File: src/rtl/liteeth_sram_fifo_ctrl_if.sv
// liteeth_sram_fifo_ctrl_if: stream and SRAM bus bundle for liteeth_sram_fifo_ctrl.
// Ports: in_valid/in_ready/in_data input stream; out_valid/out_ready/out_data output stream;
// sram_csb0/web0/wmask0/addr0/din0 SRAM port 0 (1RW, write only here); sram_csb1/addr1/dout1 SRAM port 1 (read).
// master = controller side, slave = MAC datapath + SRAM macro side.
interface liteeth_sram_fifo_ctrl_if #(
  parameter int BITS = 32,
  parameter int ADDR_WIDTH = 9
);
  logic in_valid;
  logic in_ready;
  logic [BITS-1:0] in_data;
  logic out_valid;
  logic out_ready;
  logic [BITS-1:0] out_data;
  logic sram_csb0;
  logic sram_web0;
  logic [3:0] sram_wmask0;
  logic [ADDR_WIDTH-1:0] sram_addr0;
  logic [BITS-1:0] sram_din0;
  logic sram_csb1;
  logic [ADDR_WIDTH-1:0] sram_addr1;
  logic [BITS-1:0] sram_dout1;
  modport master (
    input in_valid, in_data, out_ready, sram_dout1,
    output in_ready, out_valid, out_data, sram_csb0, sram_web0, sram_wmask0, sram_addr0, sram_din0,
    sram_csb1, sram_addr1
  );
  modport slave (
    output in_valid, in_data, out_ready, sram_dout1,
    input in_ready, out_valid, out_data, sram_csb0, sram_web0, sram_wmask0, sram_addr0, sram_din0,
    sram_csb1, sram_addr1
  );
endinterface

File: src/rtl/liteeth_sram_fifo_ctrl.sv
// liteeth_sram_fifo_ctrl: 384-word FIFO built on the dual-port liteeth SRAM with a 2-entry output buffer.
// Ports: sys_clk, sys_rst (sync, active high); bus (master modport): input stream writes SRAM port 0,
// port-1 reads drain into the output stream.
// Optional LITEETH_SRAM_FIFO_LEVEL_EN adds output level = count + inflight + buf_cnt, registered.
module liteeth_sram_fifo_ctrl #(
  parameter int BITS = 32,
  parameter int WORD_DEPTH = 384,
  parameter int ADDR_WIDTH = 9,
  parameter int CNT_WIDTH = 10
) (
  input logic sys_clk,
  input logic sys_rst,
  liteeth_sram_fifo_ctrl_if.master bus
`ifdef LITEETH_SRAM_FIFO_LEVEL_EN
  ,
  output logic [CNT_WIDTH+1:0] level
`endif
);
  localparam int LW = CNT_WIDTH + 2;
  logic [ADDR_WIDTH-1:0] wr_ptr, rd_ptr;
  logic [CNT_WIDTH-1:0] count;
  logic inflight;
  logic [1:0] buf_cnt, after_pop;
  logic [BITS-1:0] b0, b1, b0_nx, b1_nx;
  logic accept, pop, issue;
  function automatic logic [ADDR_WIDTH-1:0] nxt(input logic [ADDR_WIDTH-1:0] p);
    return p == ADDR_WIDTH'(WORD_DEPTH - 1) ? '0 : p + 1'b1;
  endfunction
  assign bus.in_ready = count != CNT_WIDTH'(WORD_DEPTH);
  assign accept = bus.in_valid && bus.in_ready;
  assign pop = bus.out_valid && bus.out_ready;
  // a read may only be issued if its data will have a buffer slot when it lands
  assign issue = (count != '0) && (3'(buf_cnt) + 3'(inflight) + 3'd1 <= 3'd2 + 3'(pop));
  assign bus.out_valid = buf_cnt != 2'd0;
  assign bus.out_data = b0;
  assign bus.sram_csb0 = !accept;
  assign bus.sram_web0 = !accept;
  assign bus.sram_wmask0 = 4'hF;
  assign bus.sram_addr0 = wr_ptr;
  assign bus.sram_din0 = accept ? bus.in_data : '0;
  assign bus.sram_csb1 = !issue;
  assign bus.sram_addr1 = rd_ptr;
  // b0 is the head; captured data goes behind whatever survives this cycle's pop
  assign after_pop = buf_cnt - 2'(pop);
  assign b0_nx = inflight && after_pop == 2'd0 ? bus.sram_dout1 : pop ? b1 : b0;
  assign b1_nx = inflight && after_pop != 2'd0 ? bus.sram_dout1 : b1;
  always_ff @(posedge sys_clk) begin
    if (sys_rst) begin
      wr_ptr <= '0;
      rd_ptr <= '0;
      count <= '0;
      inflight <= 1'b0;
      buf_cnt <= '0;
      b0 <= '0;
      b1 <= '0;
    end else begin
      if (accept) wr_ptr <= nxt(wr_ptr);
      if (issue) rd_ptr <= nxt(rd_ptr);
      count <= count + CNT_WIDTH'(accept) - CNT_WIDTH'(issue);
      inflight <= issue;
      buf_cnt <= after_pop + 2'(inflight);
      b0 <= b0_nx;
      b1 <= b1_nx;
    end
  end
`ifdef LITEETH_SRAM_FIFO_LEVEL_EN
  always_ff @(posedge sys_clk) begin
    if (sys_rst) level <= '0;
    else level <= LW'(count) + LW'(inflight) + LW'(buf_cnt);
  end
`endif
endmodule

File: src/flat_wrapper.sv
// flat-port wrapper written by rule: the top's interface ports become plain ports
module liteeth_sram_fifo_ctrl_flat 
#(
  parameter int BITS = 32,
  parameter int WORD_DEPTH = 384,
  parameter int ADDR_WIDTH = 9,
  parameter int CNT_WIDTH = 10
)
  (sys_clk, sys_rst, bus_in_valid, bus_in_data, bus_out_ready, bus_sram_dout1, bus_in_ready, bus_out_valid, bus_out_data, bus_sram_csb0, bus_sram_web0, bus_sram_wmask0, bus_sram_addr0, bus_sram_din0, bus_sram_csb1, bus_sram_addr1);
  liteeth_sram_fifo_ctrl_if #(.BITS(BITS), .ADDR_WIDTH(ADDR_WIDTH)) bus_i ();
  input logic sys_clk;
  input logic sys_rst;
  input wire logic [$bits(bus_i.in_valid)-1:0] bus_in_valid;
  input wire logic [$bits(bus_i.in_data)-1:0] bus_in_data;
  input wire logic [$bits(bus_i.out_ready)-1:0] bus_out_ready;
  input wire logic [$bits(bus_i.sram_dout1)-1:0] bus_sram_dout1;
  output wire logic [$bits(bus_i.in_ready)-1:0] bus_in_ready;
  output wire logic [$bits(bus_i.out_valid)-1:0] bus_out_valid;
  output wire logic [$bits(bus_i.out_data)-1:0] bus_out_data;
  output wire logic [$bits(bus_i.sram_csb0)-1:0] bus_sram_csb0;
  output wire logic [$bits(bus_i.sram_web0)-1:0] bus_sram_web0;
  output wire logic [$bits(bus_i.sram_wmask0)-1:0] bus_sram_wmask0;
  output wire logic [$bits(bus_i.sram_addr0)-1:0] bus_sram_addr0;
  output wire logic [$bits(bus_i.sram_din0)-1:0] bus_sram_din0;
  output wire logic [$bits(bus_i.sram_csb1)-1:0] bus_sram_csb1;
  output wire logic [$bits(bus_i.sram_addr1)-1:0] bus_sram_addr1;
  assign bus_i.in_valid = bus_in_valid;
  assign bus_i.in_data = bus_in_data;
  assign bus_i.out_ready = bus_out_ready;
  assign bus_i.sram_dout1 = bus_sram_dout1;
  assign bus_in_ready = bus_i.in_ready;
  assign bus_out_valid = bus_i.out_valid;
  assign bus_out_data = bus_i.out_data;
  assign bus_sram_csb0 = bus_i.sram_csb0;
  assign bus_sram_web0 = bus_i.sram_web0;
  assign bus_sram_wmask0 = bus_i.sram_wmask0;
  assign bus_sram_addr0 = bus_i.sram_addr0;
  assign bus_sram_din0 = bus_i.sram_din0;
  assign bus_sram_csb1 = bus_i.sram_csb1;
  assign bus_sram_addr1 = bus_i.sram_addr1;
  liteeth_sram_fifo_ctrl #(.BITS(BITS), .WORD_DEPTH(WORD_DEPTH), .ADDR_WIDTH(ADDR_WIDTH), .CNT_WIDTH(CNT_WIDTH)) u_core (.sys_clk(sys_clk), .sys_rst(sys_rst), .bus(bus_i));
endmodule
File: config.mk
export PLATFORM = sky130hd
export DESIGN_NAME = liteeth_sram_fifo_ctrl_flat
export DESIGN_NICKNAME = d
export VERILOG_FILES = /design/src/rtl/liteeth_sram_fifo_ctrl_if.sv /design/src/rtl/liteeth_sram_fifo_ctrl.sv /design/src/flat_wrapper.sv
export SDC_FILE = /design/constraint.sdc
export NUM_CORES = 1
export LEC_CHECK = 0
export CELL_PAD_IN_SITES_DETAIL_PLACEMENT = 1
export CELL_PAD_IN_SITES_GLOBAL_PLACEMENT = 1
export CORE_ASPECT_RATIO = 1.2
export CORE_MARGIN = 4
export CORE_UTILIZATION = 30
export DETAILED_ROUTE_END_ITERATION = 8
export PLACE_DENSITY_LB_ADDON = 0.1
export SLEW_MARGIN = 20
export SYNTH_ARGS = -nofsm -noshare
export SYNTH_HDL_FRONTEND = slang
export SYNTH_SLANG_ARGS = --single-unit
File: constraint.sdc
create_clock -name sys_clk -period 4.7 [get_ports sys_clk]
set_clock_uncertainty 0.2 [all_clocks]
set_input_delay 1.41 -clock sys_clk [delete_from_list [all_inputs] [get_ports sys_clk]]
set_output_delay 1.41 -clock sys_clk [all_outputs]
set_load 0.005 [all_outputs]
==> results.cfg, run 1 <==
[status]
outcome = finished clean

[placement]
port_buffers = 154
gp_congestion = 0.7810
hpwl_um = 9782
place_area_mm2 = 0.006401
placed_cells = 867

[pwr]
power_density_mw_per_mm2 = 589.8
power.total_w = 0.004008
peakVddDrop_v = 0.0002801
p_leak_nw = 2.998

[floorplan]
chipHeight_um = 142.8
dieArea_mm2 = 0.01718
initial_utilization_pct = 30.48
ios = 159
fp-row-count = 49
die_w_um = 120.3
core-area_mm2 = 0.01490

[synth]
synth_cell_types = 49
async_flop_share_pct = 0
synthFlopType = dfxtp_1
synth-compound-area-share_pct = 13.09
synth_edf_count = 0
synth.cell_area_mm2 = 0.004541
synth_mux_area_share_pct = 7.991
synth_cells = 527
synth-adder-area-share_pct = 6.779
synth_top_family_by_area = simple AND/OR/NAND/NOR gates
ys_warn_count = 0
synth-seq-cells = 95
synth-simple-area-share_pct = 21.55
avgSynthCellArea_um2 = 8.616
synth-xor-area-share_pct = 3.279
synth_seq_area_share_pct = 41.88

[routing]
routed_wl_um = 13610
drtAntennaViolNets = 0
first_pass_iters = 4
wl_per_cell_um = 15.40
vias_per_cell = 4.732
drc = 0
num_vias = 4183
drt_iter0_markers = 130

[sta]
tightest_slew_ns = 1.014
setup_violations = 0
slew_headroom_pct = 32.25
finalCritPeriodShare_pct = 98.70
timing.fmax_mhz = 215.6
holdWs_ns = 0.2605
finalHoldViolations = 0
drv_slew = 0
min_period_ns = 4.639
rsz0062_at_grt = yes

[layout]
area_delta_synth_final_pct = 49.66
nets = 767
diodes = 0
drive_above_1_share_pct = 6.765
fin_area_mm2 = 0.006795
final.fill_count = 1767
instances_no_fill = 884

[clock_tree]
cts_buffer_depth = 2
htreeDepth = 3
insertion_delay_ns = 0.34
tritoncts = yes
cts.sinks = 95
root_buffer = clkbuf_16
clk_pin_slew_ns = 0.07
cts-buffers-inserted = 9
ctsHoldBuffers = 0

[critical_path]
criticalPathCategory = in -> out
critPathRequiredTime_ns = 3.09
cp_data_arrival_time_ns = 3.03
path_max_fanout = 22
crit_start = bus_in_valid
crit_path_end_kind = output port
start_kind = input port
reg2reg_from = u_core.inflight

[global_routing]
first_global_vias = 4474
grt_max_degree = 57
overflow = 0
antenna_found_initial = 0
grt_usage_pct = 15.51
grt_pass1_wl_um = 21720

[worst_hold_path]
hp-class = reg -> reg
hp-start = u_core.b1[23]

[flow_run]
max-cap-violations = 0
power breakdown:
group          internal, W  switching (W)
Clock             0.000437       0.000329
Sequential         0.00108       0.000162
Combinational      0.00104       0.000969
area by class of cell:
cell class                      count  area [µm²]  area share, %
Clock buffer                       10       239.0          3.517
Clock inverter                      6       77.57          1.142
Inverter                           23       86.33          1.270
Multi-Input combinational cell    377        2480          36.49
Sequential cell                    95        1902          27.99
Tap cell                          204       255.2          3.756
Timing Repair Buffer              169        1755          25.83
critical path, stage by stage:
cell and delay [ns]:
clkdlybuf4s50_1 0.47, inv_1 0.06, a31oi_4 0.25, buf_12 0.19, and2_1 0.14, clkdlybuf4s50_1 0.51
final timing paths:
kind,endpoint,slack (ns),cells past startpoint
worst max register to register,u_core.count[8],0.90,16
worst min register to register,u_core.b1[23],0.26,2
worst min-delay path,u_core.b1[23],0.26,2
worst max-delay path,bus_sram_din0[12],0.06,6
cell usage after synthesis (4+ instances only):
master | instances | area (µm²)
nor2b_1 | 7 | 43.79
a211oi_1 | 33 | 247.7
and3_1 | 5 | 31.28
nand4_1 | 6 | 37.54
xor2_1 | 12 | 105.1
and2_1 | 36 | 225.2
xnor2_1 | 5 | 43.79
mux2i_1 | 34 | 340.3
buf_1 | 4 | 15.01
ha_1 | 23 | 287.8
nor2_1 | 57 | 214.0
buf_4 | 5 | 37.54
buf_2 | 5 | 25.02
nand3_1 | 5 | 25.02
nand2_1 | 74 | 277.8
inv_1 | 22 | 82.58
clkbuf_1 | 21 | 78.83
a21oi_1 | 40 | 200.2
dfxtp_1 | 95 | 1902
routing by layer:
| layer | global-route usage [%] | wire length [µm] | vias to the layer above | share of wire [%] |
|---|---|---|---|---|
| met2 | 28.24 | 6794 | 108 | 50 |
| li1 | - | - | 2073 | - |
| met1 | 18.15 | 5986 | 1991 | 44 |
| met5 | 0 | 0 | - | 0 |
| met4 | 5.131 | 169 | 0 | 1.2 |
| met3 | 3.249 | 659 | 11 | 4.8 |
logic make-up after synthesis:
kind of cell | after synthesis
muxes | 36
and+or+nand+nor | 206
AOI/OAI and AO/OA | 90
xor gates and xnor gates | 17
DFF | 95
other | 1
buffers and inverters | 58
adders and majority gates | 24
per-stage QoR:
| step | TNS (ns) | util [%] | worst slack [ns] |
|---|---|---|---|
| finish | 0 | 45.61 | 0.06131 |
| global placement | -0.5195 | 42.97 | -0.2930 |
| detailed placement | -0.7562 | 42.97 | -0.3837 |
| floorplan | 0 | - | 0.0004263 |
| global route | -0.02055 | 45.61 | -0.02055 |
| CTS | 0 | 45.08 | 0.03368 |
what timing repair did:
item                       CTS  global route
setup endpoints to repair    2            32
gates resized for setup      1            19
gates cloned                 0             1
setup buffers                0             0
cell usage in the layout (no fill, tap or decap), types with 2 or more instances in the layout:
cell type | Yosys | routed
nand3_1 | 5 | 4
mux2_1 | 2 | 2
nand4_1 | 6 | 6
clkinv_4 | 0 | 2
or4_1 | 2 | 2
nor2_1 | 57 | 57
and2_1 | 36 | 34
o21bai_1 | 2 | 2
clkbuf_16 | 0 | 10
nand2b_1 | 2 | 2
dlymetal6s2s_1 | 0 | 16
clkdlybuf4s50_1 | 0 | 136
and3_1 | 5 | 5
buf_4 | 5 | 10
inv_1 | 22 | 21
xnor2_1 | 5 | 5
ha_1 | 23 | 22
inv_2 | 1 | 2
nor2b_1 | 7 | 7
a21oi_1 | 40 | 39
inv_8 | 0 | 2
conb_1 | 1 | 4
mux2i_1 | 34 | 34
and2_4 | 0 | 2
xor2_1 | 12 | 12
dfxtp_1 | 95 | 95
a2111oi_0 | 2 | 2
buf_12 | 0 | 4
a211oi_1 | 33 | 33
and3b_1 | 2 | 2
nand2_1 | 74 | 73
nor3_1 | 2 | 2
registers in the layout, indices dropped and copies added (netlist names):
register,flops
u_core.b1,32
u_core.bus.out_data,32
u_core.count,10
u_core.bus.sram_addr0,9
u_core.bus.sram_addr1,9
u_core.buf_cnt,2
u_core.inflight,1
Note: power is estimated with default switching activity, not from simulation.
==> inputs of run 2 (changes only) <==
--- a/config.mk
+++ b/config.mk
@@ -9,9 +9,11 @@
 export CELL_PAD_IN_SITES_GLOBAL_PLACEMENT = 1
 export CORE_ASPECT_RATIO = 1.2
 export CORE_MARGIN = 4
-export CORE_UTILIZATION = 30
+export CORE_UTILIZATION = 31
+export CTS_BUF_LIST = sky130_fd_sc_hd__clkbuf_4 sky130_fd_sc_hd__clkbuf_8
+export CTS_CLUSTER_SIZE = 12
 export DETAILED_ROUTE_END_ITERATION = 8
-export PLACE_DENSITY_LB_ADDON = 0.1
+export PLACE_DENSITY = 0.88
 export SLEW_MARGIN = 20
 export SYNTH_ARGS = -nofsm -noshare
 export SYNTH_HDL_FRONTEND = slang
==> run 2 against run 1 <==
  * Critical path depth stayed put
  * Die area is 3.0% lower
  * Core utilization down 0.28 points
  * Total power decreased by 7.1%
  * Critical endpoint is now bus_sram_din0[14]
  * Largest cell class unchanged
  * Largest power group unchanged
==> results.cfg, run 2 (synthesis results as in run 1) <==
[pwr]
p_leak_nw = 2.682
peakVddDrop_v = 0.0003022
power_density_mw_per_mm2 = 572.2
p_seq_share_pct = 33.3
swShare_pct = 39.01
p_switching_w = 0.001453
p_comb_share_pct = 52.9
p_clk_share_pct = 13.9
internal-power_w = 0.002271

[critical_path]
path_max_fanout = 29
criticalPathCategory = in -> out
slowest_delay_ns = 0.51
crit_top_cell = clkdlybuf4s50_1
cp_cell_sequence = clkdlybuf4s50_1 -> inv_1 -> a31oi_2 -> buf_12 -> and2_1 -> clkdlybuf4s50_1
start_kind = input port
cp_data_arrival_time_ns = 3.00
crit_slowest_cell = clkdlybuf4s50_1
crit_path_end_kind = output port
crit_buf_inv = 4
critPathRequiredTime_ns = 3.09
critPathTopFamily = buffers and inverters

[routing]
num_vias = 4197
drtAntennaViolNets = 0
wl_per_cell_um = 16.33
drc = 0
routed_wl_um = 13940
first_pass_iters = 4
drt_iter0_markers = 179
vias_per_cell = 4.915

[clock_tree]
clk_pin_slew_ns = 0.10
cts_buffer_depth = 2
insertion_delay_ns = 0.37
cts-buffers-inserted = 9
ctsHoldBuffers = 0
tritoncts = yes
cts.sinks = 95
htreeDepth = 3
post_cts_buffers = 0
root_buffer = clkbuf_8

[worst_hold_path]
hp-class = reg -> reg

[sta]
holdWs_ns = 0.2652
fin_tns_setup_ns = 0
tightest_slew_ns = 0.8941
finalCritPeriodShare_pct = 97.98
finalHoldViolations = 0
setup_violations = 0
slew_headroom_pct = 40.40
timing.fmax_mhz = 217.1
drv_slew = 0
rsz0062_at_grt = no
min_period_ns = 4.605

[floorplan]
chipHeight_um = 140.6
initial_utilization_pct = 31.63
ios = 159
fp-row-count = 48
die_w_um = 118.5
core-area_mm2 = 0.01435
dieArea_mm2 = 0.01666

[layout]
fin_area_mm2 = 0.006506
diodes = 0
nets = 766
area_delta_synth_final_pct = 43.29
final_common_cell = clkdlybuf4s50_1
instances_no_fill = 854
fin_util_pct = 45.33
drive_above_1_share_pct = 6.480
seq_area_mm2 = 0.001902
layout_common_cells = clkdlybuf4s50_1 (152), dfxtp_1 (95), nand2_1 (73)
multiInputGateArea_mm2 = 0.002459
final.fill_count = 1697

[placement]
hpwl_um = 10470
port_buffers = 154
place_area_mm2 = 0.006332
gp_congestion = 0.7819
placed_cells = 838

[global_routing]
grt_pass1_wl_um = 22940
grt_max_degree = 49
overflow = 0
grt_usage_pct = 16.71
antenna_found_initial = 0
first_global_vias = 4631

[status]
outcome = finished clean

[flow_run]
max-cap-violations = 0
[run 2: cell count changes in the layout (fill, tap and decap cells not counted), moves of 2 or more]
cell,delta
buf_4,+2
clkbuf_8,+8
and2_1,+2
clkinv_2,+2
inv_6,+2
dlymetal6s2s_1,-16
clkbuf_16,-10
and2_4,-2
clkdlybuf4s50_1,+16
buf_12,-2
[run 2: layout make-up]
class | count | area share, %
Clock buffer | 9 | 1.904
Clock inverter | 7 | 0.8462
Inverter | 23 | 1.327
Multi-Input combinational cell | 377 | 37.79
Sequential cell | 95 | 29.23
Tap cell | 175 | 3.365
Timing Repair Buffer | 168 | 25.54
[run 2: final timing paths]
| check | endpoint | start | slack (ns) | cells past startpoint |
|---|---|---|---|---|
| worst max-delay path | bus_sram_din0[14] | bus_in_valid | 0.09 | 6 |
| worst min-delay path | u_core.b1[10] | u_core.b1[10] | 0.27 | 2 |
| worst max register to register | u_core.count[8] | u_core.inflight | 0.88 | 16 |
| worst min register to register | u_core.b1[10] | u_core.b1[10] | 0.27 | 2 |
[run 2: worst register-to-register path, delay by kind of cell, from the launching register on]
| family | cells | cell delay, ns |
|---|---|---|
| buffers and inverters | 4 | 0.28 |
| flip-flops | 1 | 0.41 |
| AND/OR/NAND/NOR | 3 | 0.61 |
| AO/OA/AOI/OAI | 3 | 0.70 |
| multiplexers | 1 | 0.34 |
| adder cells (fa/ha/maj) | 5 | 1.18 |
[run 2: per-layer routing]
layer / share of wire, % / wire (µm) / vias up / GRT usage (%)
met5: 0 / 0 / - / 0
met4: 1.9 / 266 / 0 / 6.528
met3: 2.9 / 401 / 18 / 2.408
met2: 55 / 7666 / 79 / 32.25
met1: 40 / 5608 / 2033 / 18.29
li1: - / - / 2067 / -
[run 2: through the flow]
stage | setup WS [ns] | power, W
floorplan | 0.0004263 | 0.002387
global placement | -0.3724 | 0.003108
detailed placement | -0.4531 | 0.003248
CTS | 0.01274 | 0.003787
global route | 0.004900 | 0.004059
finish | 0.09487 | 0.003723
[run 2: power by group through the flow]
stage / Sequential [W] / Clock [W] / Combinational, W
final: 0.00124 / 0.000516 / 0.00197
after global routing: 0.00128 / 0.000578 / 0.00220
after CTS: 0.00124 / 0.000542 / 0.00200
after detailed placement: 0.00126 / 0 / 0.00199
after global placement: 0.00124 / 0 / 0.00187
after floorplan: 0.00123 / 0 / 0.00116
[run 2: what timing repair did]
| item | 4_1_cts | 5_1_grt |
|---|---|---|
| pin swaps | 0 | 1 |
| resized for setup | 1 | 2 |
| setup endpoints to repair | 2 | 1 |
==> RTL edit 1, RTL diff (flow settings as in run 2) <==
`ADDR_WIDTH` is set to 9 in 3 places; all go to 10.
--- a/src/rtl/liteeth_sram_fifo_ctrl_if.sv
+++ b/src/rtl/liteeth_sram_fifo_ctrl_if.sv
@@ -6,3 +6,3 @@
   parameter int BITS = 32,
-  parameter int ADDR_WIDTH = 9
+  parameter int ADDR_WIDTH = 10
 );
--- a/src/rtl/liteeth_sram_fifo_ctrl.sv
+++ b/src/rtl/liteeth_sram_fifo_ctrl.sv
@@ -7,3 +7,3 @@
   parameter int WORD_DEPTH = 384,
-  parameter int ADDR_WIDTH = 9,
+  parameter int ADDR_WIDTH = 10,
   parameter int CNT_WIDTH = 10
--- a/src/flat_wrapper.sv
+++ b/src/flat_wrapper.sv
@@ -5,3 +5,3 @@
   parameter int WORD_DEPTH = 384,
-  parameter int ADDR_WIDTH = 9,
+  parameter int ADDR_WIDTH = 10,
   parameter int CNT_WIDTH = 10
Interface: changed (resized bus_sram_addr0 and bus_sram_addr1); port bits go from 159 to 161. No check against the original RTL was run, so the function may have changed too.
==> RTL edit 1 against run 2 <==
- sequential cell count increased by 2
- cell count increased by 5.7%
- cell area increased by 3.6%
- first-iteration DRC count decreased by 22%
- area after synthesis increased by 2.9%
- global-route usage increased by 0.33 points
- maximum frequency decreased by 0.84%
- clock power increased by 5.2%
- worst setup slack got worse by 0.039 ns
- wire length increased by 4.8%
- critical path depth unchanged
- total power increased by 2.1%
- critical endpoint is now bus_sram_din0[17]
- largest power group unchanged
==> RTL edit 1: results (changes against run 2) <==
- Status: completed
- GR Layer Usage met2: 0.320 (-0.00219)
- Fin Hold WS: 0.261 ns (-0.00366 ns)
- Reg2Reg Depth: 18 (+2)
- Post-CTS Setup Bufs: 2 (+2)
- First-pass GRT wire length: 23.7 mm (+3.4%)
- # fillers: 1722 (+1.5%)
- Largest net degree at the start of global routing: 65 (+33%)
- Placed instance count: 885 (+5.6%)
- Inverters excl. clock: 25 (+8.7%)
- Worst setup margin: 0.0558 ns (-0.0390 ns)
- Sw frac: 0.392 (+0.00236)
- Gr usage total: 0.170 (+0.00330)
- Peak supply drop: 0.247 mV (-18%)
- Number of I/O port buffers: 156 (+1.3%)
- Layout cell share with drive strength beyond 1: 0.0626 (-0.00221)
- Clk Latency, worst-skew pair: 0.39 ns (+0.02 ns)
- Post-synthesis sequential area ratio: 0.416 (-0.00310)
- Iter 0 DRT Violations: 140 (-22%)
- Data buffer area share: 0.258 (+0.00237)
- Clock sink count: 97 (+2.1%)
- Worst hold path startpoint: u_core.b1[23]$_SDFFE_PP0P_
- Routed vias/inst: 4.87 (-0.90%)
- GRT met1 Usage: 0.181 (-0.00158)
- Worst setup endpoint: bus_sram_din0[17]
- Post-synth top cells: dfxtp_1 (97), nand2_1 (79), nor2_1 (57), a21oi_1 (48), a211oi_1 (35)
- Non-clock buffers: 172 (+2.4%)
- Clock buf/inv share: 0.0275 (about the same)
- Met1 WL: 5.76 mm (+2.8%)
- Hold endpoint: u_core.b1[23]$_SDFFE_PP0P_
- GRT met3 Usage: 0.0429 (+0.0189)
- Vias in the first global route: 4812 (+3.9%)
- Placed Area: 6480 µm² (+2.4%)
- Fin nets: 790 (+3.1%)
- Via count: 4398 (+4.8%)
RTL edit 1: changes by cell type after synthesis, moves of 3 or more:
| cell | change |
|---|---|
| a21oi_1 | +8 |
| xor2_1 | -6 |
| nand2_1 | +5 |
| and2_1 | -4 |
| and3_1 | -4 |
| inv_1 | +3 |
| nand3_1 | +3 |
| o31ai_1 | +3 |
RTL edit 1: power groups by stage:
stage	registers [µW]	clock network (µW)	logic, µW
global route	1290	596	2220
finish	1260	543	2000
floorplan	1240	0	1130
global placement	1260	0	1850
detailed placement	1270	0	1980
CTS	1260	558	2040
RTL edit 1: cells by family (layout without fill, tap and decap cells):
family / after synthesis / count (layout) / synth area share
AO/OA/AOI/OAI: 108 / 108 / 0.152
XOR/XNOR: 12 / 12 / 0.0225
adder cells (fa/ha/maj): 24 / 24 / 0.0659
buffers and inverters: 61 / 213 / 0.0541
flip-flops: 97 / 97 / 0.416
multiplexers: 35 / 35 / 0.0755
other: 1 / 4 / 0.000803
AND/OR/NAND/NOR: 210 / 210 / 0.213
==> RTL edit 2, RTL diff (settings of run 2) <==
Made on the original files. `WORD_DEPTH` is set to 384 in 2 places; all go to 256.
--- a/src/rtl/liteeth_sram_fifo_ctrl.sv
+++ b/src/rtl/liteeth_sram_fifo_ctrl.sv
@@ -6,3 +6,3 @@
   parameter int BITS = 32,
-  parameter int WORD_DEPTH = 384,
+  parameter int WORD_DEPTH = 256,
   parameter int ADDR_WIDTH = 9,
--- a/src/flat_wrapper.sv
+++ b/src/flat_wrapper.sv
@@ -4,3 +4,3 @@
   parameter int BITS = 32,
-  parameter int WORD_DEPTH = 384,
+  parameter int WORD_DEPTH = 256,
   parameter int ADDR_WIDTH = 9,
Behaviour: same outputs for any inputs over 10 cycles, from zero or initial values and one cycle with sys_rst high; that may be too few to reach the edited logic, so the function may still have changed.
==> RTL edit 2 against run 2 <==
- sequential cell count is the same
- wire length increased by 1.1%
- cell area decreased by 0.54%
- critical endpoint is now bus_sram_csb1
- sequential power is essentially flat
- area after synthesis up 0.17%
- total power increased by 2.2%
- worst setup slack got worse by 0.025 ns
- first-iteration DRC count increased by 16%
- synthesized cell count grew 0.38%
- register-to-register slack better by 0.03 ns
- clock power about the same
==> RTL edit 2: results (changes against run 2) <==
- Status: completed
- Data buffer area share: 0.255 (about the same)
- Peak supply drop: 0.233 mV (-23%)
- Iter 0 DRT Violations: 207 (+16%)
- Maximum fanout along the worst path: 2 (-93%)
- Fin nets: 768 (+0.26%)
- Non-clock buffers: 168 (unchanged)
- Post-Route WL: 14.1 mm (+1.1%)
- Vias in the first global route: 4740 (+2.4%)
- Via count: 4326 (+3.1%)
- Largest net degree at the start of global routing: 65 (+33%)
- Synth area leaders: dfxtp_1 (42%), mux2i_1 (7.0%), nand2_1 (6.4%)
- Post-synthesis sequential area ratio: 0.418 (-0.000691)
- Largest stage delay on the critical path: 0.43 ns (-0.08 ns)
- Clk Latency, worst-skew pair: 0.35 ns (-0.02 ns)
- Hold endpoint: u_core.b1[3]$_SDFFE_PP0P_
- Worst hold path startpoint: u_core.b1[3]$_SDFFE_PP0P_
- FF-to-FF Start: u_core.buf_cnt[1]$_SDFF_PP0_
- Reg-to-Reg End: u_core.count[6]$_SDFF_PP0_
- Critical Path Start: bus_out_ready
- Worst reg2reg setup slack: 0.91 ns (+0.03 ns)
- Post-CTS Setup Bufs: 1 (+1)
- Clkbuf count: 12 (+3)
- First-pass GRT wire length: 22.9 mm (-0.18%)
- GPL Wtd Cong: 0.850 (+8.7%)
- Comb_multi_in: 380 (+0.80%)
- Final HPWL DP: 10.5 mm (+0.53%)
- Seq area share: 0.294 (+0.00158)
- Slew HR: 0.555 (+0.151)
- Multi-input combinational area share: 0.375 (-0.00259)
- Post-synth top cells: dfxtp_1 (95), nand2_1 (78), nor2_1 (53), a21oi_1 (46)
- Pint: 2310 µW (+1.6%)
- Met1 WL: 5.70 mm (+1.6%)
- Gr usage total: 0.165 (-0.00234)
- Static leakage: 0.00262 µW (-2.3%)
- Layout cell share with drive strength beyond 1: 0.0660 (+0.00118)
- DR WL met3: 908 µm (+130%)
- GR Layer Usage met2: 0.313 (-0.00902)
- GRT met3 Usage: 0.0514 (+0.0273)
- Worst setup endpoint: bus_sram_csb1
## RTL edit 2: kinds of logic (layout without fill, tap and decap cells)
group,count (synthesis),count (layout),share of synthesized area
xor+xnor,13,13,0.0267
other cells,1,4,0.000825
buf+inv,57,207,0.0594
simple gates,206,206,0.212
fa+ha+maj,23,23,0.0649
mux,32,32,0.0704
compound gates,102,102,0.147
flops,95,95,0.418
## RTL edit 2: per-stage QoR
step           worst slack, ns  power [µW]  area (µm²)  instances
3_5_place_dp            -0.321        3230        6240        839
3_3_place_gp            -0.115        3080        6240        839
4_1_cts                 0.0110        3770        6430        856
6_report                0.0701        3810        6470        857
5_1_grt                -0.0149        4090        6470        857
2_1_floorplan            0.255        2390        4560        532
## RTL edit 2: tightest hold or removal path, cell delays in order (launching register included)
cell and delay, ns:
dfxtp_1 0.32, nand2_1 0.05, a21oi_1 0.05
